`config.mk`:
```
export PLATFORM = sky130hd
export DESIGN_NAME = dmem_mmio_responder
export DESIGN_NICKNAME = d
export VERILOG_FILES = /design/src/rtl/dmem_mmio_responder.sv
export SDC_FILE = /design/constraint.sdc
export NUM_CORES = 1
export LEC_CHECK = 0
export ABC_AREA = 1
export CORE_ASPECT_RATIO = 1.25
export CORE_MARGIN = 2
export CORE_UTILIZATION = 46
export CTS_BUF_LIST = sky130_fd_sc_hd__clkbuf_16
export DETAILED_ROUTE_END_ITERATION = 10
export PLACE_DENSITY = 0.73
export RECOVER_POWER = 100
export SETUP_SLACK_MARGIN = 0.2
export SLEW_MARGIN = 20
export SYNTH_ARGS = -nofsm -noshare
export SYNTH_HDL_FRONTEND = slang
export SYNTH_SLANG_ARGS = --single-unit
```
`constraint.sdc`:
```
create_clock -name clock -period 4.4 [get_ports clock]
set_clock_uncertainty 0.05 [all_clocks]
set_input_delay 0.88 -clock clock [delete_from_list [all_inputs] [get_ports clock]]
set_output_delay 0.88 -clock clock [all_outputs]
set_load 0.02 [all_outputs]
```
`src/rtl/dmem_mmio_responder.sv`:
```
// Data-memory bus responder: passes word accesses below MMIO_BASE through to the
// dmem RAM and serves the game I/O block (key FIFO, frame timer, score) above it.
module dmem_mmio_responder #(
  parameter logic [11:0] MMIO_BASE = 12'hF00,
  parameter int          KEY_DEPTH = 8,
  parameter int          KEY_W     = 4
) (
  input  logic             clock,
  input  logic             reset,
  input  logic [11:0]      address_dmem,
  input  logic [31:0]      data,
  input  logic             wren,
  output logic [31:0]      q_dmem,
  output logic [11:0]      ram_address,
  output logic [31:0]      ram_data,
  output logic             ram_wren,
  input  logic [31:0]      ram_q,
  input  logic             key_valid,
  input  logic [KEY_W-1:0] key_code,
  output logic [31:0]      score_out,
  output logic             tick
);

  localparam int PTR_W = $clog2(KEY_DEPTH);
  localparam int CNT_W = PTR_W + 1;

  localparam logic [11:0] OFF_KEY_STATUS   = 12'd0;
  localparam logic [11:0] OFF_KEY_DATA     = 12'd1;
  localparam logic [11:0] OFF_TIMER_COUNT  = 12'd2;
  localparam logic [11:0] OFF_TIMER_PERIOD = 12'd3;
  localparam logic [11:0] OFF_TIMER_FLAG   = 12'd4;
  localparam logic [11:0] OFF_SCORE        = 12'd5;

  // Address decode
  logic        is_mmio;
  logic [11:0] mmio_off;
  logic        sel_status, sel_kdata, sel_count, sel_period, sel_flag, sel_score;

  assign is_mmio    = (address_dmem >= MMIO_BASE);
  assign mmio_off   = address_dmem - MMIO_BASE;
  assign sel_status = is_mmio && (mmio_off == OFF_KEY_STATUS);
  assign sel_kdata  = is_mmio && (mmio_off == OFF_KEY_DATA);
  assign sel_count  = is_mmio && (mmio_off == OFF_TIMER_COUNT);
  assign sel_period = is_mmio && (mmio_off == OFF_TIMER_PERIOD);
  assign sel_flag   = is_mmio && (mmio_off == OFF_TIMER_FLAG);
  assign sel_score  = is_mmio && (mmio_off == OFF_SCORE);

  assign ram_address = address_dmem;
  assign ram_data    = data;
  assign ram_wren    = wren && !is_mmio;

  // State registers
  logic [KEY_W-1:0] key_mem [KEY_DEPTH];
  logic [PTR_W-1:0] wr_ptr_q, wr_ptr_d;
  logic [PTR_W-1:0] rd_ptr_q, rd_ptr_d;
  logic [CNT_W-1:0] key_cnt_q, key_cnt_d;
  logic             ovf_q, ovf_d;
  logic [31:0]      count_q, count_d;
  logic [31:0]      period_q, period_d;
  logic             flag_q, flag_d;
  logic             tick_q, tick_d;
  logic [31:0]      score_q, score_d;

  logic key_empty, key_full, key_pop, key_push, ovf_set, timer_wrap;

  assign key_empty  = (key_cnt_q == '0);
  assign key_full   = (key_cnt_q == CNT_W'(KEY_DEPTH));
  assign key_pop    = sel_kdata && !wren && !key_empty;
  // A full FIFO still accepts a key when the same cycle frees the head slot.
  assign key_push   = key_valid && (!key_full || key_pop);
  assign ovf_set    = key_valid && key_full && !key_pop;
  assign timer_wrap = (period_q != '0) && (count_q == period_q - 32'd1);

  always_comb begin
    wr_ptr_d  = wr_ptr_q;
    rd_ptr_d  = rd_ptr_q;
    key_cnt_d = key_cnt_q;
    ovf_d     = ovf_q;
    count_d   = count_q + 32'd1;
    period_d  = period_q;
    flag_d    = flag_q;
    tick_d    = timer_wrap;
    score_d   = score_q;

    if (key_push) wr_ptr_d = wr_ptr_q + PTR_W'(1);
    if (key_pop)  rd_ptr_d = rd_ptr_q + PTR_W'(1);
    case ({key_push, key_pop})
      2'b10:   key_cnt_d = key_cnt_q + CNT_W'(1);
      2'b01:   key_cnt_d = key_cnt_q - CNT_W'(1);
      default: key_cnt_d = key_cnt_q;
    endcase

    // Clears are applied first so a coincident set wins.
    if (wren && sel_status) ovf_d = 1'b0;
    if (ovf_set)            ovf_d = 1'b1;

    if (timer_wrap)        count_d = '0;
    if (wren && sel_count) count_d = '0;
    if (wren && sel_flag)  flag_d  = 1'b0;
    if (timer_wrap)        flag_d  = 1'b1;

    if (wren && sel_period) period_d = data;
    if (wren && sel_score)  score_d  = data;
  end

  // NOTE: sequential state uses non-blocking assignments so every register
  // samples the pre-edge values computed above, independent of statement order.
  always_ff @(posedge clock or posedge reset) begin
    if (reset) begin
      wr_ptr_q  <= '0;
      rd_ptr_q  <= '0;
      key_cnt_q <= '0;
      ovf_q     <= 1'b0;
      count_q   <= '0;
      period_q  <= '0;
      flag_q    <= 1'b0;
      tick_q    <= 1'b0;
      score_q   <= '0;
    end else begin
      wr_ptr_q  <= wr_ptr_d;
      rd_ptr_q  <= rd_ptr_d;
      key_cnt_q <= key_cnt_d;
      ovf_q     <= ovf_d;
      count_q   <= count_d;
      period_q  <= period_d;
      flag_q    <= flag_d;
      tick_q    <= tick_d;
      score_q   <= score_d;
    end
  end

  // NOTE: the key storage has no reset; an entry is only ever read while the
  // count says it holds valid data, so stale contents are never observable.
  always_ff @(posedge clock) begin
    if (key_push) key_mem[wr_ptr_q] <= key_code;
  end

  // Load mux (combinational, same-cycle)
  logic [31:0] mmio_rdata;

  always_comb begin
    mmio_rdata = '0;
    if (sel_status) begin
      mmio_rdata[0]           = !key_empty;
      mmio_rdata[1]           = ovf_q;
      mmio_rdata[4 +: CNT_W]  = key_cnt_q;
    end else if (sel_kdata) begin
      if (!key_empty) mmio_rdata[KEY_W-1:0] = key_mem[rd_ptr_q];
    end else if (sel_count) begin
      mmio_rdata = count_q;
    end else if (sel_period) begin
      mmio_rdata = period_q;
    end else if (sel_flag) begin
      mmio_rdata[0] = flag_q;
    end else if (sel_score) begin
      mmio_rdata = score_q;
    end
  end

  assign q_dmem    = is_mmio ? mmio_rdata : ram_q;
  assign score_out = score_q;
  assign tick      = tick_q;

endmodule

```
## Word-level counts from Yosys, hierarchy flattened

Memory sizes are Yosys's and may differ from the RTL's.
Index checks and enable logic that the tools add are counted.

| storage, ports and cells | value |
|---|---|
| bits in registers | 109 |
| bits in writable memories | 32 |
| output and inout bits | 110 |
| logic and storage cells | 79 |
| memories kept | 1 |

| operators by class | value |
|---|---|
| add/sub/neg operators | 7 |
| $lt $le $gt $ge | 1 |
| eq/ne operators | 9 |
| multiplexer cells | 22 |
| reduce and logical (&&, ||, !) cells | 30 |

Memories:

| memory | depth | width | read ports | clocked after Yosys merged registers in | wr ports | RTL line | source |
|---|---|---|---|---|---|---|---|
| key_mem | 8 | 4 | 1 | 0 | 1 | 53 | `logic [KEY_W-1:0] key_mem [KEY_DEPTH];` |

Operators by type and width:

| cell | count |
|---|---|
| $mux W32 | 6 |
| $add A32 B1 Y32 const B | 1 |
| $eq A32 B32 Y1 | 1 |
| $reduce_bool A32 Y1 | 1 |
| $sub A32 B1 Y32 const B | 1 |
| $mux W31 | 1 |
| $mux W28 | 1 |
| $eq A12 B2 Y1 const B | 2 |
| $eq A12 B3 Y1 const B | 2 |
| $mux W24 | 1 |
| $logic_and A1 B1 Y1 | 18 |
| $eq A12 B1 Y1 const B | 1 |
| $ge A12 B12 Y1 const B | 1 |
| $logic_not A12 Y1 | 1 |
| $mux W4 | 3 |
| $sub A12 B12 Y12 const B | 1 |
| $pmux W4 S2 | 1 |
| $mux W1 | 7 |
| $add A3 B1 Y3 const B | 2 |
| $reduce_bool A2 Y1 | 3 |
| $logic_not A1 Y1 | 5 |
| $add A4 B1 Y4 const B | 1 |
| $eq A4 B4 Y1 const B | 1 |
| $logic_not A4 Y1 | 1 |
| 5 further kinds | 6 |

## Depth between registers and ports, before layout

| depth | value |
|---|---|
| depth after elaboration | 10 |
| gate-level depth with buffers | 16 |
| gate-level depth less buffers | 16 |

## Least setup slack after synthesis

No wires, ideal clock.

| path | value |
|---|---|
| kind | input to output |
| start point | input address_dmem[2] |
| end point | output q_dmem[10] |
| arrival time | 2230 ps |
| data required time | 3470 ps |
| slack | 1240 ps |
| stages on the path | 6 |
| cell sequence | nor2_1 inv_1 nor3_1 nand3_1 clkbuf_1 o2111ai_1 |

| on the way | value |
|---|---|
| longest elaborated chain between the ends | 10 |
| elaborated cells on any way between the ends | 21 |
| those cells by class | 1 x add/sub; 1 x order compare; 5 x eq/ne; 7 x mux; 7 x reduce/logical |

RTL lines:

| item | RTL line | source |
|---|---|---|
| start, declared | 10 | `input logic [11:0] address_dmem,` |
| $sub A12 B12 Y12 | 40 | `assign mmio_off = address_dmem - MMIO_BASE;` |
| $eq A12 B3 Y1 | 46 | `assign sel_score = is_mmio && (mmio_off == OFF_SCORE);` |
| $logic_and A1 B1 Y1 | 46 |  |
| $mux W32 | 155 | `end else if (sel_score) begin` |
| $mux W31 | 153 | `end else if (sel_flag) begin` |
| $mux W32 | 151 | `end else if (sel_period) begin` |
| $mux W32 | 149 | `end else if (sel_count) begin` |
| $mux W28 | 147 | `end else if (sel_kdata) begin` |
| $mux W24 | 143 | `if (sel_status) begin` |
| $mux W32 (*) | 160 | `assign q_dmem = is_mmio ? mmio_rdata : ram_q;` |
| end, declared | 13 | `output logic [31:0] q_dmem,` |

Mark *: on every way between the ends. The rest lies on a longest branch, timed or not.

## Worst setup path in the final report

| path | value |
|---|---|
| start point | input address_dmem[2] |
| end point | output q_dmem[11] |

The elaborated chain is that of the path after synthesis.

==> results.txt <==
- Synth async-reset ratio: 77.30%
* Critical Path Start Type: primary input
- Routability-driven placement finished with a final weighted congestion of around 0.94.
- Num rows: 58
- Shortest clock period the worst path allows after layout: 4.239 ns
* Critical path cell sequence: clkdlybuf4s50_1 -> nor2_2 -> inv_2 -> nor3_2 -> nand3_1 -> buf_4 -> o2111ai_1 -> dlygate4sd3_1
* Hold endpoint: flag_q$_DFFE_PP0P_
- Number of maximum-capacitance constraint violations: 2
- ANT nets after route: 0
- First-iteration detailed-routing DRC count: slightly above 800
- In the final routed layout, each cell accounts on average for 17.27 µm.
- For this run, the top clock speed supported by timing is between 200 and 250 MHz.
* Sequential-to-total area share from yosys stat: 39.01%
- Synthesis produced a netlist with a net count of between 1,000 and 1,500.
- The number of antenna violations at the first check in global routing came to 0.
- Port Buffer Count: 193
- The repair_antennas step left the layout with diodes totalling 0.
- Area inside the core boundary: 20,170 µm²
* Crit path arrival time: 3.31 ns
* Hold WC Path Type: reg2reg
- No sink is reached through more buffers than the 2 on the longest clock path.
- Counting cells, the worst reg-to-reg path comes to 14.
- The largest individual stage delay along the critical path comes from the cell sky130_fd_sc_hd__dlygate4sd3_1.
- The floorplan step defined a die boundary enclosing between 20,000 and 25,000 µm².
* Deepest level of the CTS H-tree: 4
- Of all nets on the critical path, the largest fanout is 6.
- Fraction of the cycle the final worst path needs: a little over nine tenths
- GRT Residual Overflow: 0
- The first global-routing pass estimated around 47,000 µm of wire.
- The flow ran to the end, but the final reports show violations.
* Clock slew at the register clock pins of the worst setup and hold paths: 0.06 ns
- The average instance in the mapped netlist occupies approximately 7.4 µm².
- Die Height: between 150 and 200 µm
- Entering global routing, the biggest net connects 65 pins.
- In the final layout, flip-flops and latches occupy ~3700 µm².
- In this run, synthesis produced a sequential element count of ~140.
* Vias post-DR: around 9,300
- I/O pin total: ~190
* Number of distinct library cells after synthesis: 53
* Post-Syn Instances: approximately 1,300
* Proportion of layout cells with a drive suffix above 1: 8.042%
* Cell leakage power: around 5.6 nW
* Critical path buffers and inverters: 4
- The worst register-to-register path begins at period_q[0]$_DFFE_PP0P_.
- Summed over all layers, the routed wires come to ~29,000 µm.
- Final count of pins violating max slew: roughly 120
* Unrepaired setup endpoints after global routing: yes
- Setup violations remaining at the end of the flow were counted as 0.
- Clock Root Buffer: sky130_fd_sc_hd__clkbuf_16
- Insertion delay to the later sink of the worst-skew pair: 0.43 ns
- Clock tree synthesis found a total of 141 sinks.
* Placed cell count: 1,664
- Number of synthesized flops with an enable pin: 32
* Required time worst endpoint: about 3.5 ns
- The count of cells in the finished layout, fillers not included, comes to ~1,700.
- In this run the cell area of the synthesized design comes to ~9500 µm².
- In this run the most critical hold path is launched from flag_q$_DFFE_PP0P_.
- Slew @ Worst Pin: approximately 2.6 ns
- Most used flip-flop cell after synthesis: sky130_fd_sc_hd__dfrtp_1
- The final reports fail on capacitance limit, slew limit.
* Clock tree from TritonCTS: built
- From synthesis to final layout, the design area changed by 24.25%.
- Worst ir drop on vdd: between 200 and 300 µV
* Category of the critical setup timing path: in2out
* Final-layout setup total negative slack: 0 ns
- Headroom to the max-slew limit: -72.76%
* R2r setup slk: between 0.5 and 0.6 ns
- The number of hold-slack violations in the final timing report was 0.
- Total Nets Final: 1,510
* Drt pass-1 iters: 7
* Yosys warnings: 0
- Combined area of the multi-input logic cells: approximately 4600 µm²
- CTS Hold Bufs: 0
* Power density over the cells: 307.8 nW/µm²
- Family of cells with the greatest summed delay on the critical path: buffers and inverters
* Total half-perimeter wirelength after legalization and detailed placement: 22,390 µm
- In this run the critical register-to-register path is captured at count_q[22]$_DFF_PP0_.
- Via count of the first global-routing pass: about 9,000
* Vias per std cell: about 5.4
- Once the floorplan was initialized, standard cells occupied 46.87% of the core.
- After detailed routing, the number of remaining DRC violations is 0.
* Kind of end point of the critical path: output port
- TritonCTS created 17 clock buffers.
- Die outline width: 132.2 µm
- The tightest hold path in the finished design has a slack of between 0.4 and 0.5 ns.
* Cell depth of the worst min-delay path: 2
- Global routing used a little over a quarter of the available tracks.
- Number of inserted filler cells in the final layout: around 2,000
* Critical Path Max Stage Delay: 0.73 ns
==> cell type report <==
type / count / area share, %
Multi-Input combinational cell: 888 / 38.82
Sequential cell: 141 / 31.39
Timing Repair Buffer: 215 / 17.26
Inverter: 154 / 4.962
Clock buffer: 17 / 3.620
Tap cell: 270 / 2.875
Clock inverter: 15 / 1.065
==> report_power, final <==
part	total (mW)	leakage (nW)	switching [mW]	internal (mW)
logic	0.690	3.59	0.414	0.276
clock network	1.37	0.267	0.630	0.739
registers	1.56	1.76	0.107	1.45
==> per-layer routing <==
| layer | up-vias | track usage (%) | share of wire [%] |
|---|---|---|---|
| met4 | 0 | 12.61 | 4.3 |
| met1 | 4400 | 32.12 | 39 |
| li1 | 4439 | - | - |
| met3 | 66 | 4.290 | 6.0 |
| met5 | - | 0 | 0 |
| met2 | 355 | 49.50 | 50 |
==> layout by cell type, fill, tap and decap left out, types with 13 or more instances in the layout <==
cell type / netlist / layout
sky130_fd_sc_hd__nand2_1: 338 / 336
sky130_fd_sc_hd__dfrtp_1: 109 / 109
sky130_fd_sc_hd__inv_1: 148 / 147
sky130_fd_sc_hd__nand4_1: 23 / 23
sky130_fd_sc_hd__a21oi_2: 30 / 14
sky130_fd_sc_hd__edfxtp_1: 32 / 32
sky130_fd_sc_hd__nor2_2: 11 / 13
sky130_fd_sc_hd__nor2_1: 123 / 121
sky130_fd_sc_hd__o21ai_0: 114 / 117
sky130_fd_sc_hd__dlygate4sd3_1: 0 / 88
sky130_fd_sc_hd__clkbuf_1: 31 / 14
sky130_fd_sc_hd__clkbuf_16: 0 / 17
sky130_fd_sc_hd__a21oi_1: 16 / 32
sky130_fd_sc_hd__buf_4: 44 / 16
sky130_fd_sc_hd__clkdlybuf4s50_1: 0 / 82
sky130_fd_sc_hd__xor2_1: 21 / 21
sky130_fd_sc_hd__nand3_1: 74 / 74
==> logic make-up after synthesis <==
family	share of synthesized area (%)
AND/OR/NAND/NOR	29.62
buffers and inverters	12.36
AO/OA/AOI/OAI	14.75
flip-flops	39.01
XOR/XNOR	2.779
adder cells (fa/ha/maj)	1.270
multiplexers	0.2117
==> flip-flops by register name, summed over array words and instances (netlist names) <==
register   cells
tick           1
ovf_q          1
wr_ptr_q       3
rd_ptr_q       3
count_q       32
flag_q         1
key_mem       32
period_q      32
score_out     32
key_cnt_q      4
==> synthesized netlist by cell type (all sizes together) (21+ instances only) <==
cell,count,area share [%]
nand2,345,14
inv,152,6.0
nor2,142,6.8
o21ai,126,6.7
dfrtp,109,29
nand3,77,4.2
buf,58,5.0
a21oi,46,3.6
clkbuf,32,1.3
edfxtp,32,10
nand4,24,1.7
xor2,21,1.9
==> repair_timing <==
| item | CTS | global route |
|---|---|---|
| endpoints found under the hold margin | 0 | 0 |
| endpoints found under the setup margin | 32 | 25 |
| resized for setup | 15 | 24 |
| pin swaps | 1 | 1 |
| buffers inserted | 0 | 4 |
==> how the worst max path moves through the flow <==
stage	startpoint	to	depth (start not counted)	slack, ns
after floorplan	reset	count_q[0]$_DFF_PP0_	1	0.60
after global placement	address_dmem[2]	q_dmem[7]	9	0.05
after detailed placement	address_dmem[2]	q_dmem[7]	9	0.02
after CTS	address_dmem[0]	q_dmem[25]	11	0.22
after global routing	address_dmem[2]	q_dmem[11]	8	0.05
final	address_dmem[2]	q_dmem[11]	8	0.16
==> worst reg2reg max path, cell delays in order (launching register included) <==
cell	delay, ns
sky130_fd_sc_hd__dfrtp_1	0.41
sky130_fd_sc_hd__inv_1	0.17
sky130_fd_sc_hd__ha_1	0.24
sky130_fd_sc_hd__nand2_1	0.18
sky130_fd_sc_hd__nor2_4	0.33
sky130_fd_sc_hd__nand2_1	0.19
sky130_fd_sc_hd__o21ai_0	0.31
sky130_fd_sc_hd__nand2_1	0.09
sky130_fd_sc_hd__nand2_1	0.07
sky130_fd_sc_hd__nand2_1	0.05
sky130_fd_sc_hd__nor2_1	0.08
sky130_fd_sc_hd__nand2_1	0.06
sky130_fd_sc_hd__inv_1	0.68
sky130_fd_sc_hd__clkbuf_1	0.64
sky130_fd_sc_hd__a21oi_1	0.16
==> stage by stage <==
step                      util [%]  power [mW]  area [µm²]  setup WS [ns]
after floorplan                  -       2.024        9457         0.5961
after global placement       55.94       2.278       11290        0.04646
after detailed placement     55.94       2.294       11290        0.01836
after CTS                    58.76       3.655       11860         0.2241
after global routing         58.24       3.773       11750        0.05363
final                        58.24       3.616       11750         0.1609
Power figures use the tool's default switching activity.
